## src/rtl/sonic_key_sequencer_if.sv

```systemverilog
// Key-load and round-key handshake bundle for sonic_key_sequencer.
// The rewind strobe exists only when SONIC_KS_REWIND_EN is defined.
interface sonic_key_sequencer_if #(
  parameter int IW = 8
);
  logic [127:0]  key_in;
  logic          key_valid;
  logic          key_ready;
  logic          abort;
  logic [127:0]  rk_data;
  logic [IW-1:0] rk_idx;
  logic          rk_last;
  logic          rk_valid;
  logic          rk_ready;
  logic          busy;
  logic          done;
`ifdef SONIC_KS_REWIND_EN
  logic          rewind;
`endif

  // Both channels use valid/ready: a transfer happens on a rising edge where
  // valid and ready are both high; the offering side holds its payload stable
  // until then, and valid never waits on ready.
  modport master (
`ifdef SONIC_KS_REWIND_EN
    output rewind,
`endif
    output key_in, key_valid, abort, rk_ready,
    input  key_ready, rk_data, rk_idx, rk_last, rk_valid, busy, done
  );

  modport slave (
`ifdef SONIC_KS_REWIND_EN
    input  rewind,
`endif
    input  key_in, key_valid, abort, rk_ready,
    output key_ready, rk_data, rk_idx, rk_last, rk_valid, busy, done
  );
endinterface

```

## src/rtl/sonic_key_sequencer.sv

```systemverilog
// Iterative Sonic 64x128 round-key sequencer: one key-schedule step per accepted round key.
// Optional replay of the last master key via the rewind strobe when SONIC_KS_REWIND_EN is defined.
module sonic_key_sequencer #(
  parameter int NR = 24,
  parameter int IW = 8
) (
  input  logic                  clk,
  input  logic                  rst,
  sonic_key_sequencer_if.slave  sk,
  output logic                  o_dbg_state
);

  typedef enum logic {S_IDLE = 1'b0, S_RUN = 1'b1} state_t;

  localparam logic [IW-1:0] LAST_IDX = IW'(NR - 1);

  state_t        r_state;
  state_t        w_next_state;
  logic [127:0]  r_key;
  logic [IW-1:0] r_idx;
  logic          r_done;
  logic          w_load;
  logic          w_step;
  logic          w_finish;
`ifdef SONIC_KS_REWIND_EN
  logic [127:0]  r_master;
  logic          r_loaded;
  logic          w_rewind;
`endif

  function automatic logic [63:0] rotl64(input logic [63:0] v, input int n);
    return (v << n) | (v >> (64 - n));
  endfunction

  function automatic logic [127:0] key_step(input logic [127:0] s);
    logic [63:0] lo;
    logic [63:0] hi;
    logic [63:0] y;
    logic [63:0] t;
    logic [63:0] x;
    lo = s[63:0];
    hi = s[127:64];
    y  = rotl64(lo, 1) ^ rotl64(lo, 8) ^ rotl64(lo, 10);
    t  = hi ^ rotl64(lo, 1) ^ (rotl64(lo, 12) & lo);
    // Bit permutation: the 6-bit cast performs the mod-64 wrap.
    for (int i = 0; i < 64; i++) begin
      x[i] = t[6'(15 * i)];
    end
    return {y, x};
  endfunction

  always_comb begin
    w_next_state = r_state;
    w_load       = 1'b0;
    w_step       = 1'b0;
    w_finish     = 1'b0;
`ifdef SONIC_KS_REWIND_EN
    w_rewind     = 1'b0;
`endif
    case (r_state)
      S_IDLE: begin
`ifdef SONIC_KS_REWIND_EN
        if (sk.rewind && r_loaded) begin
          w_rewind     = 1'b1;
          w_next_state = S_RUN;
        end else
`endif
        if (sk.key_valid) begin
          w_load       = 1'b1;
          w_next_state = S_RUN;
        end
      end
      S_RUN: begin
        // abort wins over rewind, which wins over the output handshake
        if (sk.abort) begin
          w_next_state = S_IDLE;
        end
`ifdef SONIC_KS_REWIND_EN
        else if (sk.rewind) begin
          w_rewind = 1'b1;
        end
`endif
        else if (sk.rk_ready) begin
          if (r_idx == LAST_IDX) begin
            w_finish     = 1'b1;
            w_next_state = S_IDLE;
          end else begin
            w_step = 1'b1;
          end
        end
      end
      default: w_next_state = S_IDLE;
    endcase
  end

  always_ff @(posedge clk or posedge rst) begin
    if (rst) begin
      r_state <= S_IDLE;
      r_key   <= '0;
      r_idx   <= '0;
      r_done  <= 1'b0;
    end else begin
      r_state <= w_next_state;
      r_done  <= w_finish;
      if (w_load) begin
        r_key <= sk.key_in;
        r_idx <= '0;
      end
`ifdef SONIC_KS_REWIND_EN
      else if (w_rewind) begin
        r_key <= r_master;
        r_idx <= '0;
      end
`endif
      else if (w_step) begin
        r_key <= key_step(r_key);
        r_idx <= r_idx + IW'(1);
      end
    end
  end

`ifdef SONIC_KS_REWIND_EN
  always_ff @(posedge clk or posedge rst) begin
    if (rst) begin
      r_master <= '0;
      r_loaded <= 1'b0;
    end else if (w_load) begin
      r_master <= sk.key_in;
      r_loaded <= 1'b1;
    end
  end
`endif

  assign sk.key_ready = (r_state == S_IDLE);
  assign sk.rk_valid  = (r_state == S_RUN);
  assign sk.busy      = (r_state == S_RUN);
  assign sk.rk_data   = r_key;
  assign sk.rk_idx    = r_idx;
  assign sk.rk_last   = (r_state == S_RUN) && (r_idx == LAST_IDX);
  assign sk.done      = r_done;
  assign o_dbg_state  = r_state;

endmodule

```

## src/flat_wrapper.sv

```systemverilog
// flat-port wrapper written by rule: the top's interface ports become plain ports
module sonic_key_sequencer_flat 
#(
  parameter int NR = 24,
  parameter int IW = 8
)
  (clk, rst, o_dbg_state, sk_key_in, sk_key_valid, sk_abort, sk_rk_ready, sk_key_ready, sk_rk_data, sk_rk_idx, sk_rk_last, sk_rk_valid, sk_busy, sk_done);
  sonic_key_sequencer_if #(.IW(IW)) sk_i ();
  input  logic clk;
  input  logic rst;
  output logic o_dbg_state;
  input wire logic [$bits(sk_i.key_in)-1:0] sk_key_in;
  input wire logic [$bits(sk_i.key_valid)-1:0] sk_key_valid;
  input wire logic [$bits(sk_i.abort)-1:0] sk_abort;
  input wire logic [$bits(sk_i.rk_ready)-1:0] sk_rk_ready;
  output wire logic [$bits(sk_i.key_ready)-1:0] sk_key_ready;
  output wire logic [$bits(sk_i.rk_data)-1:0] sk_rk_data;
  output wire logic [$bits(sk_i.rk_idx)-1:0] sk_rk_idx;
  output wire logic [$bits(sk_i.rk_last)-1:0] sk_rk_last;
  output wire logic [$bits(sk_i.rk_valid)-1:0] sk_rk_valid;
  output wire logic [$bits(sk_i.busy)-1:0] sk_busy;
  output wire logic [$bits(sk_i.done)-1:0] sk_done;
  assign sk_i.key_in = sk_key_in;
  assign sk_i.key_valid = sk_key_valid;
  assign sk_i.abort = sk_abort;
  assign sk_i.rk_ready = sk_rk_ready;
  assign sk_key_ready = sk_i.key_ready;
  assign sk_rk_data = sk_i.rk_data;
  assign sk_rk_idx = sk_i.rk_idx;
  assign sk_rk_last = sk_i.rk_last;
  assign sk_rk_valid = sk_i.rk_valid;
  assign sk_busy = sk_i.busy;
  assign sk_done = sk_i.done;
  sonic_key_sequencer #(.NR(NR), .IW(IW)) u_core (.clk(clk), .rst(rst), .sk(sk_i), .o_dbg_state(o_dbg_state));
endmodule
```

## config.mk

```make
export PLATFORM = sky130hd
export DESIGN_NAME = sonic_key_sequencer_flat
export DESIGN_NICKNAME = d
export VERILOG_FILES = /design/src/rtl/sonic_key_sequencer_if.sv /design/src/rtl/sonic_key_sequencer.sv /design/src/flat_wrapper.sv
export SDC_FILE = /design/constraint.sdc
export NUM_CORES = 1
export LEC_CHECK = 0
export ABC_CLOCK_PERIOD_IN_PS = 5500
export CAP_MARGIN = 10
export CORE_MARGIN = 5
export CORE_UTILIZATION = 48
export CTS_BUF_LIST = sky130_fd_sc_hd__clkbuf_2
export DETAILED_ROUTE_END_ITERATION = 10
export HOLD_SLACK_MARGIN = 0.1
export PLACE_DENSITY = 0.84
export SLEW_MARGIN = 20
export SYNTH_ARGS = -nofsm -noshare
export SYNTH_HDL_FRONTEND = slang
export SYNTH_SLANG_ARGS = --single-unit
export TNS_END_PERCENT = 10
```

## constraint.sdc

```tcl
create_clock -name clk -period 5.5 [get_ports clk]
set_clock_uncertainty 0.15 [all_clocks]
set_input_delay 0.825 -clock clk [delete_from_list [all_inputs] [get_ports clk]]
set_output_delay 0.825 -clock clk [all_outputs]
set_load 0.005 [all_outputs]
```

==> impl_metrics.json, run 1 <==
{
  "cp_max_fo": 5,
  "port_buffers": 274,
  "grtUsageTotal": 0.2678,
  "rsz0062_at_grt": "no",
  "finalSetupTns_ps": 0,
  "irDropWorstVdd_mv": 0.2732,
  "grt_remaining_overflow": 0,
  "ys_ff_latch": 138,
  "cts_buffers": 17,
  "drt-initial-drc-count": 650,
  "outcome": "complete, no violations",
  "total_power_w": 0.005812,
  "tritoncts": "yes",
  "clock_sink_count": 138,
  "grt_max_degree": 227,
  "clkSlewWorstSetupHoldPaths_ps": 200,
  "via_per_inst": 5.605,
  "die_x_um": 139.7,
  "drc": 0,
  "cts-resized-gates": 0,
  "synth_enable_flop_cells": 0,
  "crit_arrival_ps": 2420,
  "final_max_slew_viol_count": 0,
  "ant_nets": 0,
  "clock-root-buffer": "clkbuf_2",
  "setup_viol": 0,
  "first_pass_iters": 5,
  "r2r_cells": 6,
  "ys_seq_area_frac": 0.4274,
  "grt_pass1_vias": 7327,
  "finalHoldViolations": 0,
  "grt_pass1_wl_um": 41570,
  "holdCritPathClass": "input pin to async pin",
  "ys_async_sr_fraction": 1.000,
  "num_vias": 7561,
  "cap_viol_max_count": 0,
  "grt_antenna_before_repair": 2,
  "cts_buffer_depth": 2,
  "ys_types": 36,
  "hpwl_um": 18740,
  "cts_setup_buffers": 0,
  "wirelength_um": 27200,
  "gp_congestion": 0.8760,
  "crit_required_ps": 4530,
  "dieHeight_um": 139.7,
  "worstMarginPinSlew_ps": 1089,
  "dp.cells": 1315,
  "clk_latency_ps": 690,
  "crit_type": "flop to primary output",
  "initial_utilization": 0.4889,
  "r2r_setup_slack_ps": 2350,
  "power.density_mw_per_mm2": 529.8,
  "fp-row-count": 47,
  "wire_per_inst_um": 20.16,
  "syn-num-nets": 1057,
  "rr_startpoint": "u_core.sk.rk_idx[0]$_DFFE_PP0P_",
  "synthFlopType": "dfrtp_1",
  "ys_warn_count": 0,
  "syn_avg_cell_area_um2": 8.753,
  "min_period_over_period": 0.6171,
  "critPathLaunch": "u_core.sk.rk_idx[0]$_DFFE_PP0P_",
  "nNetsFinal": 1249,
  "coreArea_mm2": 0.01652,
  "cp-end-kind": "primary output",
  "ios": 275,
  "period_needed_ps": 3394,
  "drive_gt1_frac": 0.03638,
  "dieArea_mm2": 0.01953,
  "htreeDepth": 4,
  "fin_hold_ws_ps": 345.2,
  "final_cells": 1349,
  "syn_to_final_growth_pct": 35.78,
  "synthCells": 923,
  "max_freq_ghz": 0.2946,
  "p_leak_nw": 4.309,
  "slew-limit-headroom": 0.2742,
  "cts_hold_buf": 0,
  "r2r_end": "u_core.sk.rk_data[5]$_DFFE_PP0P_",
  "syn-cell-area_mm2": 0.008079,
  "startpoint_type": "flop"
}
==> state kept, by name, indices dropped and copies added (netlist names) <==
name	flops
u_core.sk.done	1
u_core.sk.rk_idx	8
u_core.o_dbg_state	1
u_core.sk.rk_data	128
==> area by class of cell <==
type,instances,area (µm²)
Fill cell,1366,5555
Multi-Input combinational cell,675,4183
Sequential cell,138,3453
Timing Repair Buffer,279,2825
Tap cell,220,275.3
Clock buffer,21,105.1
Clock inverter,10,102.6
Inverter,4,20.02
Antenna cell,2,5.005
==> report_power, final <==
group          switching [W]  internal, W
combinational        0.00125      0.00188
sequential          0.000711      0.00140
clock               0.000363     0.000207
==> Yosys cell counts (all sizes together), types with 2 or more instances <==
library cell    n  area, µm²
a31oi          95      594.3
a21o            2      15.01
xor2           32      280.3
xnor2         159       1393
nor3           95      475.5
buf            28      167.7
dfrtp         138       3453
mux2i           3      30.03
nand2         222      833.3
nor2            3      11.26
a21oi           5      28.78
a22o           35      306.5
o21ai           3      15.01
clkbuf         78      292.8
inv             4      15.01
and3            5      31.28
==> worst max-delay path, cell delays in order (launching register included) <==
cell,delay (ps)
dfrtp_1,450
ha_1,280
and4bb_1,330
and3_1,190
clkdlybuf4s50_1,490
==> routing by layer <==
metal,GRT usage,part of all wire,vias up
met3,0.06381,0.090,49
met2,0.4353,0.47,383
met5,0,0,-
li1,-,-,3473
met1,0.3523,0.41,3656
met4,0.09179,0.028,0
==> placed cells by master, fill, tap and decap left out, drive strengths merged, types with 2 or more instances in the layout <==
master and instances:
clkdlybuf4s50 274, nand2 222, xnor2 159, dfrtp 138
nor3 95, a31oi 95, a22o 35, xor2 32
clkbuf 21, clkinv 7, and3 5, a21oi 5
buf 5, inv 4, mux2i 3, o21ai 3
nor2 3, diode 2, a21o 2, bufinv 2
==> worst max-delay path by stage <==
stage | slack, ps | endpoint | cells after the start
final | 2110 | sk_rk_last | 4
after global routing | 1960 | sk_rk_last | 4
after CTS | 2050 | sk_rk_last | 4
after detailed placement | 1490 | u_core.sk.rk_data[27]$_DFFE_PP0P_ | 5
after global placement | 1650 | u_core.sk.rk_data[68]$_DFFE_PP0P_ | 5
after floorplan | 830 | u_core.o_dbg_state$_DFF_PP0_ | 1
==> through the flow <==
step / worst slack, ps / util / area, µm²
2_1_floorplan: 828.8 / - / 8079
3_3_place_gp: 1647 / 0.6493 / 10730
3_5_place_dp: 1494 / 0.6493 / 10730
4_1_cts: 2052 / 0.6618 / 10940
5_1_grt: 1963 / 0.6638 / 10970
6_report: 2106 / 0.6638 / 10970
==> kinds of logic after synthesis <==
group,after synthesis,share of synthesized area
AO/OA/AOI/OAI,144,0.1228
XOR/XNOR,191,0.2071
buffers and inverters,110,0.05885
multiplexers,4,0.005111
flip-flops,138,0.4274
AND/OR/NAND/NOR,335,0.1772
adder cells (fa/ha/maj),1,0.001548
(Power assumes the default switching activity.)
==> run 2: changes to the inputs <==
- ABC_CLOCK_PERIOD_IN_PS: 5500 -> 2900
- CORE_UTILIZATION: 48 -> 43
- PLACE_DENSITY: 0.84 -> 0.79
- clock period: 5.5 -> 2.9 ns (I/O delays scaled with it)
==> impl_metrics.json, run 2 (synthesized netlist as in run 1, its figures left out) <==
{
  "outcome": "complete, no violations",
  "htreeDepth": 4,
  "hpwl_um": 20200,
  "first_pass_iters": 6,
  "min_to": "u_core.sk.rk_data[0]$_DFFE_PP0P_",
  "drive_gt1_frac": 0.04728,
  "power.density_mw_per_mm2": 920.4,
  "clock-root-buffer": "clkbuf_2",
  "grt_pass1_wl_um": 48570,
  "cp-end-kind": "primary output",
  "wirelength_um": 31450,
  "drc": 0,
  "cts_buffer_depth": 2,
  "dieArea_mm2": 0.02163,
  "gp_congestion": 0.8594,
  "grt_antenna_before_repair": 2,
  "dieHeight_um": 147.1,
  "tritoncts": "yes",
  "grtUsageTotal": 0.2852,
  "ant_nets": 0,
  "port_buffers": 274,
  "coreArea_mm2": 0.01858,
  "initial_utilization": 0.4348,
  "clk_latency_ps": 760,
  "crit_type": "flop to primary output",
  "period_needed_ps": 2763,
  "nNetsFinal": 1390,
  "min_path_cells": 2,
  "crit_required_ps": 2320,
  "ios": 275,
  "final_max_slew_viol_count": 0,
  "cp_max_fo": 4,
  "drt-initial-drc-count": 586,
  "total_power_w": 0.01149,
  "num_vias": 8424,
  "setup_viol": 0,
  "rsz0062_at_grt": "no",
  "r2r_cells": 5,
  "holdCritPathClass": "input pin to flop",
  "largest_reg_flops": 128,
  "startpoint_type": "flop",
  "grt_pass1_vias": 8571,
  "rr_startpoint": "u_core.sk.rk_idx[1]$_DFFE_PP0P_",
  "syn_to_final_growth_pct": 54.45,
  "cts_buffers": 17,
  "fp-row-count": 50,
  "p_leak_nw": 4.939,
  "grt_max_degree": 106,
  "max_freq_ghz": 0.3619,
  "finalSetupTns_ps": 0,
  "cap_viol_max_count": 0,
  "final_common_cell": "clkdlybuf4s50_1",
  "clkSlewWorstSetupHoldPaths_ps": 220,
  "clock_sink_count": 138,
  "hp-start": "sk_key_in[0]",
  "die_x_um": 147.1,
  "via_per_inst": 5.597,
  "final_cell_mix": "273 x clkdlybuf4s50_1, 221 x nand2_1, 159 x xnor2_1, 138 x dfrtp_1, 126 x dlygate4sd3_1",
  "wire_per_inst_um": 20.90,
  "crit_arrival_ps": 2180,
  "irDropWorstVdd_mv": 0.4985,
  "min_period_over_period": 0.9528,
  "worstMarginPinSlew_ps": 1019,
  "slew-limit-headroom": 0.3191,
  "finalHoldViolations": 0,
  "r2r_end": "u_core.sk.rk_idx[0]$_DFFE_PP0P_",
  "r2r_setup_slack_ps": 520,
  "grt_remaining_overflow": 0
}
==> run 2: cell types whose count changed in the layout (fill, tap and decap cells not counted), sizes merged, moves of 3 or more <==
cell         previous run  this run
dlygate4sd3             0       126
buf                     5        20
clkinv                  7        12
clkbuf                 21        18
==> run 2: routing by layer <==
metal | track usage | up-vias | share of wire
li1 | - | 3766 | -
met1 | 0.3602 | 4031 | 0.39
met2 | 0.4682 | 508 | 0.48
met3 | 0.06539 | 119 | 0.085
met4 | 0.1281 | 0 | 0.043
met5 | 0 | - | 0
==> run 2: worst max-delay path by stage <==
stage                                               start                               to  slack [ps]  cells after the start
final                     u_core.sk.rk_idx[1]$_DFFE_PP0P_                       sk_rk_last         140                      4
after global routing      u_core.sk.rk_idx[0]$_DFFE_PP0P_                       sk_rk_last          50                      4
after CTS                 u_core.sk.rk_idx[1]$_DFFE_PP0P_                       sk_rk_last         170                      4
after detailed placement                         sk_abort  u_core.sk.rk_idx[0]$_DFFE_PP0P_         360                      5
after global placement                           sk_abort  u_core.sk.rk_idx[0]$_DFFE_PP0P_         410                      5
after floorplan                                       rst     u_core.o_dbg_state$_DFF_PP0_         590                      1
==> run 2: through the flow <==
stage               hold slack, ps  area [µm²]  setup WS [ps]  std cells    util
floorplan                    336.3        8083          593.9        923       -
global placement             347.1       10960          405.5       1342  0.5896
detailed placement           353.7       10960          356.6       1342  0.5896
CTS                          101.0       12460          172.3       1502  0.6708
global route                 102.9       12480          50.55       1505  0.6716
finish                       163.7       12480          136.8       1505  0.6716
==> run 2: where the power goes <==
part / switching [W] / internal (W)
Clock: 0.000783 / 0.000388
Sequential: 0.00133 / 0.00266
Combinational: 0.00258 / 0.00374
==> run 2: critical path, stage by stage, from the launching register on <==
cell and delay, ps:
dfrtp_1 420, ha_2 230, and4bb_2 330, and3_4 200, dlygate4sd2_1 250
==> run 2: cell type report <==
type	instances	area, µm²
sequential	138	3453
antenna	2	5.005
clock buffer	18	90.09
multi-input combinational	675	4197
inverter	4	18.77
tap	234	292.8
timing repair buffer	420	4290
clock inverter	14	131.4
fill	1392	6102
==> run 2: timing repair <==
item,CTS,global route
setup endpoints to repair,1,0
hold endpoints to repair,148,1
gates resized for setup,5,0
buffers inserted,3,0
hold buffers,125,1
